[src/rtl/cpmg_scan_sequencer.sv]
// cpmg_scan_sequencer
// Scan-level controller for the CPMG pulse generator. Latches a scan
// configuration on start, then for each scan: holds the generator (and its
// DDS) in reset while presenting the start delay, releases it, counts
// refocusing pulses from gen_high falls, opens the ADC acquisition gate
// for each echo, keeps the last echo window open for ECHO_WIN cycles,
// then parks the generator in reset for the repetition time.
//
// Ports
//   clk, rst          125 MHz clock, synchronous active-low reset
//   i_start, i_abort  one-cycle requests (start honoured only in IDLE)
//   i_cfg_scans       scans per run (0 = start ignored)
//   i_cfg_echoes      refocusing pulses per scan
//   i_cfg_delay       generator start delay, forwarded on o_gen_delay
//   i_cfg_tr          recovery cycles between scans (0 treated as 1)
//   i_gen_high        generator output is at its high level
//   o_gen_rst_n       generator reset, 0 = held in reset
//   o_gen_delay       generator delay register, stable during ARM/RUN
//   o_acq_gate        echo acquisition window
//   o_scan_idx        current scan (0-based)
//   o_echo_idx        refocusing pulses completed in this scan
//   o_busy/o_done     not idle / one-cycle normal-completion pulse
//   o_error           sticky watchdog flag
module cpmg_scan_sequencer #(
  parameter int unsigned RST_HOLD  = 4,
  parameter int unsigned ECHO_WIN  = 156000,
  parameter int unsigned WD_CYCLES = 1048576
) (
  input  logic        clk,
  input  logic        rst,
  input  logic        i_start,
  input  logic        i_abort,
  input  logic [15:0] i_cfg_scans,
  input  logic [15:0] i_cfg_echoes,
  input  logic [15:0] i_cfg_delay,
  input  logic [31:0] i_cfg_tr,
  input  logic        i_gen_high,
  output logic        o_gen_rst_n,
  output logic [15:0] o_gen_delay,
  output logic        o_acq_gate,
  output logic [15:0] o_scan_idx,
  output logic [15:0] o_echo_idx,
  output logic        o_busy,
  output logic        o_done,
  output logic        o_error
);

  localparam logic [31:0] RST_LAST = 32'(RST_HOLD - 1);
  localparam logic [31:0] FIN_LAST = 32'(ECHO_WIN - 1);
  localparam logic [31:0] WD_LAST  = 32'(WD_CYCLES - 1);

  typedef enum logic [2:0] {
    S_IDLE, S_ARM, S_RUN, S_FINAL, S_RECOVER
  } state_t;

  state_t      r_state;
  logic [15:0] r_scans;
  logic [15:0] r_echoes;
  logic [31:0] r_tr;
  logic [31:0] r_cnt;        // ARM hold / FINAL window / RECOVER timer
  logic [31:0] r_wd;         // cycles in RUN since the last gen_high edge
  logic        r_gen_high_q;
  logic        r_exc_done;   // excitation pulse has ended this scan
  logic        r_gen_rst_n;
  logic [15:0] r_gen_delay;
  logic        r_acq_gate;
  logic [15:0] r_scan_idx;
  logic [15:0] r_echo_idx;
  logic        r_busy;
  logic        r_done;
  logic        r_error;

  logic        w_fall;
  logic        w_rise;
  logic [15:0] w_echo_nxt;
  logic [31:0] w_tr_last;

  assign w_fall     = r_gen_high_q & ~i_gen_high;
  assign w_rise     = ~r_gen_high_q & i_gen_high;
  assign w_echo_nxt = r_echo_idx + 16'd1;
  // A zero repetition time still spends one cycle in RECOVER.
  assign w_tr_last  = (r_tr == 32'd0) ? 32'd0 : r_tr - 32'd1;

  always_ff @(posedge clk) begin
    if (!rst) begin
      r_state      <= S_IDLE;
      r_scans      <= '0;
      r_echoes     <= '0;
      r_tr         <= '0;
      r_cnt        <= '0;
      r_wd         <= '0;
      r_gen_high_q <= 1'b0;
      r_exc_done   <= 1'b0;
      r_gen_rst_n  <= 1'b0;
      r_gen_delay  <= '0;
      r_acq_gate   <= 1'b0;
      r_scan_idx   <= '0;
      r_echo_idx   <= '0;
      r_busy       <= 1'b0;
      r_done       <= 1'b0;
      r_error      <= 1'b0;
    end else begin
      r_done <= 1'b0;
      // Edge history only meaningful while the generator runs; cleared
      // elsewhere so a stale high can never fake a fall on RUN entry.
      r_gen_high_q <= (r_state == S_RUN) ? i_gen_high : 1'b0;

      if (i_abort) begin
        r_state     <= S_IDLE;
        r_gen_rst_n <= 1'b0;
        r_acq_gate  <= 1'b0;
        r_busy      <= 1'b0;
      end else begin
        case (r_state)
          S_IDLE: begin
            r_gen_rst_n <= 1'b0;
            r_acq_gate  <= 1'b0;
            // The cycle carrying done is not a valid start slot.
            if (i_start && !r_done && i_cfg_scans != 16'd0) begin
              r_scans     <= i_cfg_scans;
              r_echoes    <= i_cfg_echoes;
              r_tr        <= i_cfg_tr;
              r_gen_delay <= i_cfg_delay;
              r_scan_idx  <= '0;
              r_echo_idx  <= '0;
              r_error     <= 1'b0;
              r_cnt       <= '0;
              r_busy      <= 1'b1;
              r_state     <= S_ARM;
            end
          end

          S_ARM: begin
            if (r_cnt == RST_LAST) begin
              r_state     <= S_RUN;
              r_gen_rst_n <= 1'b1;
              r_wd        <= '0;
              r_exc_done  <= 1'b0;
            end else begin
              r_cnt <= r_cnt + 32'd1;
            end
          end

          S_RUN: begin
            if (w_fall) begin
              r_wd <= '0;
              if (!r_exc_done) begin
                r_exc_done <= 1'b1;
                if (r_echoes == 16'd0) begin
                  r_state     <= S_RECOVER;
                  r_gen_rst_n <= 1'b0;
                  r_cnt       <= '0;
                end
              end else begin
                r_echo_idx <= w_echo_nxt;
                r_acq_gate <= 1'b1;
                if (w_echo_nxt == r_echoes) begin
                  r_state <= S_FINAL;
                  r_cnt   <= '0;
                end
              end
            end else if (w_rise) begin
              r_wd       <= '0;
              r_acq_gate <= 1'b0;
            end else if (r_wd == WD_LAST) begin
              r_error     <= 1'b1;
              r_state     <= S_IDLE;
              r_busy      <= 1'b0;
              r_gen_rst_n <= 1'b0;
              r_acq_gate  <= 1'b0;
            end else begin
              r_wd <= r_wd + 32'd1;
            end
          end

          S_FINAL: begin
            // Generator stays released so the last echo is not disturbed.
            if (r_cnt == FIN_LAST) begin
              r_state     <= S_RECOVER;
              r_gen_rst_n <= 1'b0;
              r_acq_gate  <= 1'b0;
              r_cnt       <= '0;
            end else begin
              r_cnt <= r_cnt + 32'd1;
            end
          end

          S_RECOVER: begin
            if (r_cnt == w_tr_last) begin
              r_cnt <= '0;
              if (r_scan_idx == r_scans - 16'd1) begin
                r_state <= S_IDLE;
                r_busy  <= 1'b0;
                r_done  <= 1'b1;
              end else begin
                r_scan_idx <= r_scan_idx + 16'd1;
                r_echo_idx <= '0;
                r_state    <= S_ARM;
              end
            end else begin
              r_cnt <= r_cnt + 32'd1;
            end
          end

          default: begin
            r_state     <= S_IDLE;
            r_gen_rst_n <= 1'b0;
            r_acq_gate  <= 1'b0;
            r_busy      <= 1'b0;
          end
        endcase
      end
    end
  end

  assign o_gen_rst_n = r_gen_rst_n;
  assign o_gen_delay = r_gen_delay;
  assign o_acq_gate  = r_acq_gate;
  assign o_scan_idx  = r_scan_idx;
  assign o_echo_idx  = r_echo_idx;
  assign o_busy      = r_busy;
  assign o_done      = r_done;
  assign o_error     = r_error;

endmodule

[config.mk]
export PLATFORM = sky130hd
export DESIGN_NAME = cpmg_scan_sequencer
export DESIGN_NICKNAME = d
export VERILOG_FILES = /design/src/rtl/cpmg_scan_sequencer.sv
export SDC_FILE = /design/constraint.sdc
export NUM_CORES = 1
export LEC_CHECK = 0
export CORE_UTILIZATION = 57
export DETAILED_ROUTE_END_ITERATION = 10
export GPL_TIMING_DRIVEN = 0
export HOLD_SLACK_MARGIN = 0.02
export PLACE_DENSITY = 0.88
export SYNTH_ARGS = -nofsm -noshare
export SYNTH_HDL_FRONTEND = slang
export SYNTH_SLANG_ARGS = --single-unit
export TNS_END_PERCENT = 5
[constraint.sdc]
create_clock -name clk -period 5 [get_ports clk]
set_clock_uncertainty 0.1 [all_clocks]
set_input_delay 1 -clock clk [delete_from_list [all_inputs] [get_ports clk]]
set_output_delay 1 -clock clk [all_outputs]
set_load 0.05 [all_outputs]
* Word-level counts from Yosys, hierarchy flattened *
Cells that the tools add are included.

cells by class
  add/subtract/negate cells = 6
  multipliers = 0
  div/mod/pow operators = 0
  magnitude comparators = 0
  eq/ne operators = 33
  shifts and indexed selects = 0
  multiplexer cells = 62
  bitwise gates (word level) = 10
  reductions and logical operators = 28

operator list
  kind                   count
  $mux 32                13
  $pmux 32 s5            1
  $mux 16                7
  $add 32x1->32 const B  2
  $pmux 32 s2            1
  $pmux 16 s3            1
  $add 16x1->16 const B  2
  $eq 16x16->1           2
  $eq 32x18->1 const B   1
  $eq 32x2->1 const B    1
  $eq 32x20->1 const B   1
  $eq 32x32->1           1
  $logic_not 32->1       1
  $pmux 16 s2            1
  $sub 32x1->32 const B  1
  $mux 3                 10
  $reduce_and 7->1       4
  $mux 1                 22
  $ne 2x2->1 const B     11
  $logic_not 16->1       1
  $reduce_bool 16->1     1
  $sub 16x1->16 const B  1
  $pmux 3 s5             1
  $ne 3x2->1 const B     4
  other kinds (26)       48

word-level totals
  flip-flop bits (word level) = 186
  latch bits = 0
  bits in writable memories = 0
  memory bits (read-only) = 0
  output and inout port bits = 53
  logic and storage cells = 155
  memories kept = 0

* Depth between registers and ports, before layout *
  depth after elaboration = 6
  mapped depth = 17

* Least setup slack after synthesis *
Ideal clock, no wire load.

  kind = register to register
  from = reg r_echo_idx[3] (netlist: o_echo_idx[3])
  to = reg r_state[2]
  arrival time = 3842 ps
  path slack = 987 ps
  stages on the path, launching flop included = 13
  period minus slack after synthesis = 4013 ps
  cell sequence = dfxtp_1 > clkbuf_1 > and4_1 > and3_1 > buf_2 > nand3_1 > a2111oi_0 > nand3_1 > a2111oi_0 > a21oi_1 > or3b_2 > or4b_2 > a21oi_1

on the way
  word-level cells in the longest chain between the ends = 4

ends and longest elaborated chain
  element                            RTL line  text
  from (decl)                        68        logic [15:0] r_echo_idx;
  from (signal assigned)             155       r_echo_idx <= w_echo_nxt;
  $add 16x1->16                      80        assign w_echo_nxt = r_echo_idx + 16'd1;
  $eq 16x16->1                       157       if (w_echo_nxt == r_echoes) begin
  $ne 4x3->1 (no source line)        --
  $reduce_and 8->1 (no source line)  --
  to (signal assigned)               86        r_state <= S_IDLE;
  to (signal assigned)               158       r_state <= S_FINAL;
  to (signal assigned)               167       r_state <= S_IDLE;
  to (decl)                          56        state_t r_state;

No other way between the ends.
A chain may end at the register's enable or synchronous reset.

* Final worst setup path *
  from = reg r_tr[0]
  to = reg r_cnt[30]

on the way
  word-level cells in the longest chain between the ends = 5
  elaborated cells on any way between the ends = 6
  classes of those cells = add/sub: 1; eq/ne: 1; mux: 3; reduce/logical: 1

ends and longest elaborated chain
  element                                                   RTL line  text
  from (decl)                                               59        logic [31:0] r_tr;
  from (signal assigned)                                    122       r_tr <= i_cfg_tr;
  $sub 32x1->32 / $logic_not 32->1 (equally long branches)  82        assign w_tr_last = (r_tr == 32'd0) ? 32'd0 : r_tr - 32'd1;
  $mux 32 *                                                 82
  $eq 32x32->1 *                                            189       if (r_cnt == w_tr_last) begin
  $mux 32 *                                                 189
  $pmux 32 s5 *                                             114       case (r_state)
  to (signal assigned)                                      140       r_cnt <= r_cnt + 32'd1;
  to (signal assigned)                                      184       r_cnt <= r_cnt + 32'd1;
  to (signal assigned)                                      201       r_cnt <= r_cnt + 32'd1;
  to (decl)                                                 60        logic [31:0] r_cnt;

Every way passes the cells marked *; elsewhere a longest branch is shown, timed or not.

==> run metrics <==
Leak Pwr roughly 4.7 nW; CP Class reg2reg; core area 0.0188 sq mm; largest net degree at the start of global routing 19; Die Width 141 microns; Worst-Margin Slew 0.808 ns; VDD IR max 0.000236 V; maxcap violations 0; cell taking the most area after synthesis dfxtp_1; via count 11573; die area 0.0199 sq mm; clock root buffer clkbuf_16; Power Density 281 mW/mm^2; Detailed Place HPWL between 20000 and 25000 microns; delay of the slowest cell on the worst path 0.53 ns; GR Overflow Total 0; DRC viols 0; number of CTS-inserted buffers 17; endpoints failing setup 0; Final Cycle Share 0.940; fin nets 1735; r2r setup slk 0.30 ns; Worst slew margin 0.447; Worst setup EP type flop; fmax about 0.21 GHz; RSZ-0062 raised after global routing false; Routed Antenna Nets 0; Skew-Pair Late Insertion Delay 0.45 ns; Most used DFF post-synth dfxtp_1; Yosys top cell area share 0.339; post-synthesis instance total 1486; most frequent cells in the layout 272 x nand2_1, 186 x dfxtp_1, 136 x clkdlybuf4s50_1; Mapped Avg Cell Area 7.40 sq um; Post-CTS Setup Repair Bufs 0; number of fillers in the final layout 1554; routed vias/inst 6.05; Net Count, Synth 1580; GRT Overall Usage 0.322; Synth Warn # 0; Fin. Hold Viols 0; 1st-iter DRT viols about 1100; H-tree Lvls 4; synthesis-stage register bit count 186; CTS tree yes; EDFF count, synth 0; Wirelength per Cell 16.7 microns; Mapped Area 0.0110 sq mm; share of layout cells above drive strength 1 0.0484; Clock Path Buffers 2; status complete, no violations; Slew Limit Fails 0; TritonCTS Sinks between 150 and 200; Seq/Total Area, Yosys 0.339; CP Data Required Time around 5.2 ns; most common cell after layout, fill and taps aside nand2_1; first-pass GRT wire length 51600 microns; critical path fanouts, max 10; vias in the first global route 10615; Crit-path slowest cell or4_1; initial antenna violation count 0; FFs w/ async S/R, synth 0; HP Class reg2reg; Row Count 50; I/O pins roughly 140; hold bufs inserted after CTS 0; WL final 31900 microns; Tmin final roughly 4.7 ns; setup TNS 0 ns; number of iterations in the first detailed-routing pass 6; antenna diode count 0; P&R area growth vs syn 20.6%; Initial Util 0.584; CP arrival slightly below 5 ns; # port buffers 136; distinct cell type count after synthesis 79; Worst-path clk slew ~0.070 ns; Chip Height about 140 microns; worst hold margin 0.355 ns; synth top area cells dfxtp_1 34%, nand2_1 9.3%, a21oi_1 6.1%; GP Congestion about 1.0; CP startpoint kind flop; cell chain of the critical path clkbuf_1 > inv_1 > ha_1 > nor3b_1 > nand4_4 > or4_1 > buf_2 > buf_6 > nor3_2 > a21oi_1 > a211oi_1 > o2111ai_1 > nor3_2 > o21a_1 > buf_2 > o21ai_0 > a22o_1
[power by group]
part	leakage, nW	internal [W]	switching, W
registers	1.51	0.00153	0.0000529
clock network	0.276	0.000674	0.000653
logic	2.91	0.000334	0.000488
[synth_stat cells (6+ instances only)]
cell	n
o21ai_0	64
nand2_1	272
nand4_1	31
o211ai_1	6
ha_1	9
and3_1	24
nor3b_1	15
o2111ai_1	7
and2_1	12
xnor2_1	49
nor3_1	35
or2_2	15
or3_1	25
nor2_1	120
o21a_1	6
nor4_1	39
a31oi_1	33
mux2i_1	11
and4_1	8
nor2b_1	9
buf_2	10
xor2_1	46
o31ai_1	7
inv_1	35
a22o_1	11
a21oi_1	134
dfxtp_1	186
or4_1	19
clkbuf_1	81
nand3_1	60
[flip-flops by register name (all words and copies together), names as in the netlist, 3 cells and up]
name	count
o_scan_idx	16
o_echo_idx	16
r_state	3
r_tr	32
r_scans	16
r_wd	32
o_gen_delay	16
r_echoes	16
r_cnt	32
[stage by stage]
step,instances,utilization,instance area (sq um),power (W),setup slack (ns)
2_1_floorplan,1486,-,11000,0.00216,0.987
3_3_place_gp,1882,0.673,12700,0.00240,0.360
6_report,1914,0.704,13300,0.00373,0.299
5_1_grt,1914,0.704,13300,0.00387,0.00273
3_5_place_dp,1882,0.673,12700,0.00241,0.325
4_1_cts,1914,0.704,13300,0.00371,0.294
[final cells by class]
class                      count  area [sq um]  share of cell area
inverter                      36           135              0.0102
clock buffer                  19           443              0.0334
buffer                        98           400              0.0302
sequential                   186          3720               0.281
clock inverter                13           128             0.00962
tap                          260           325              0.0245
multi-input combinational   1166          6750               0.509
timing repair buffer         136          1360               0.103
[layer usage]
metal / global-route usage / share of wire / vias to the layer above
met5: 0 / 0 / -
met4: 0.104 / 0.021 / 0
met3: 0.0584 / 0.082 / 60
met2: 0.529 / 0.46 / 557
met1: 0.426 / 0.43 / 5345
li1: - / - / 5611
[logic make-up (layout without fill, tap and decap cells)]
family / count (synthesis) / count (layout) / synth area share
multiplexers: 13 / 13 / 0.0121
AO/OA/AOI/OAI: 328 / 328 / 0.182
flip-flops: 186 / 186 / 0.339
AND/OR/NAND/NOR: 719 / 719 / 0.329
adder cells (fa/ha/maj): 9 / 9 / 0.0102
XOR/XNOR: 97 / 97 / 0.0799
buffers and inverters: 134 / 302 / 0.0487
[worst paths after layout]
kind	start	to	cells after the start
setup / recovery	r_tr[0]	r_cnt[30]	17
hold / removal	o_gen_delay[13]	o_gen_delay[13]	2
hold reg to reg	o_gen_delay[13]	o_gen_delay[13]	2
setup reg to reg	r_tr[0]	r_cnt[30]	17
[critical path, delay by kind of cell, from the launching register on]
family / cells / cell delay, ns
adder cells (fa/ha/maj): 1 / 0.21
flip-flops: 1 / 0.30
buffers and inverters: 5 / 0.93
AND/OR/NAND/NOR: 5 / 1.59
AO/OA/AOI/OAI: 6 / 1.43
[what timing repair did]
item,in CTS,in global routing
endpoints found under the hold margin,0,0
resized for setup,0,2
endpoints found under the setup margin,0,12
Note: power is estimated with default switching activity, not from simulation.
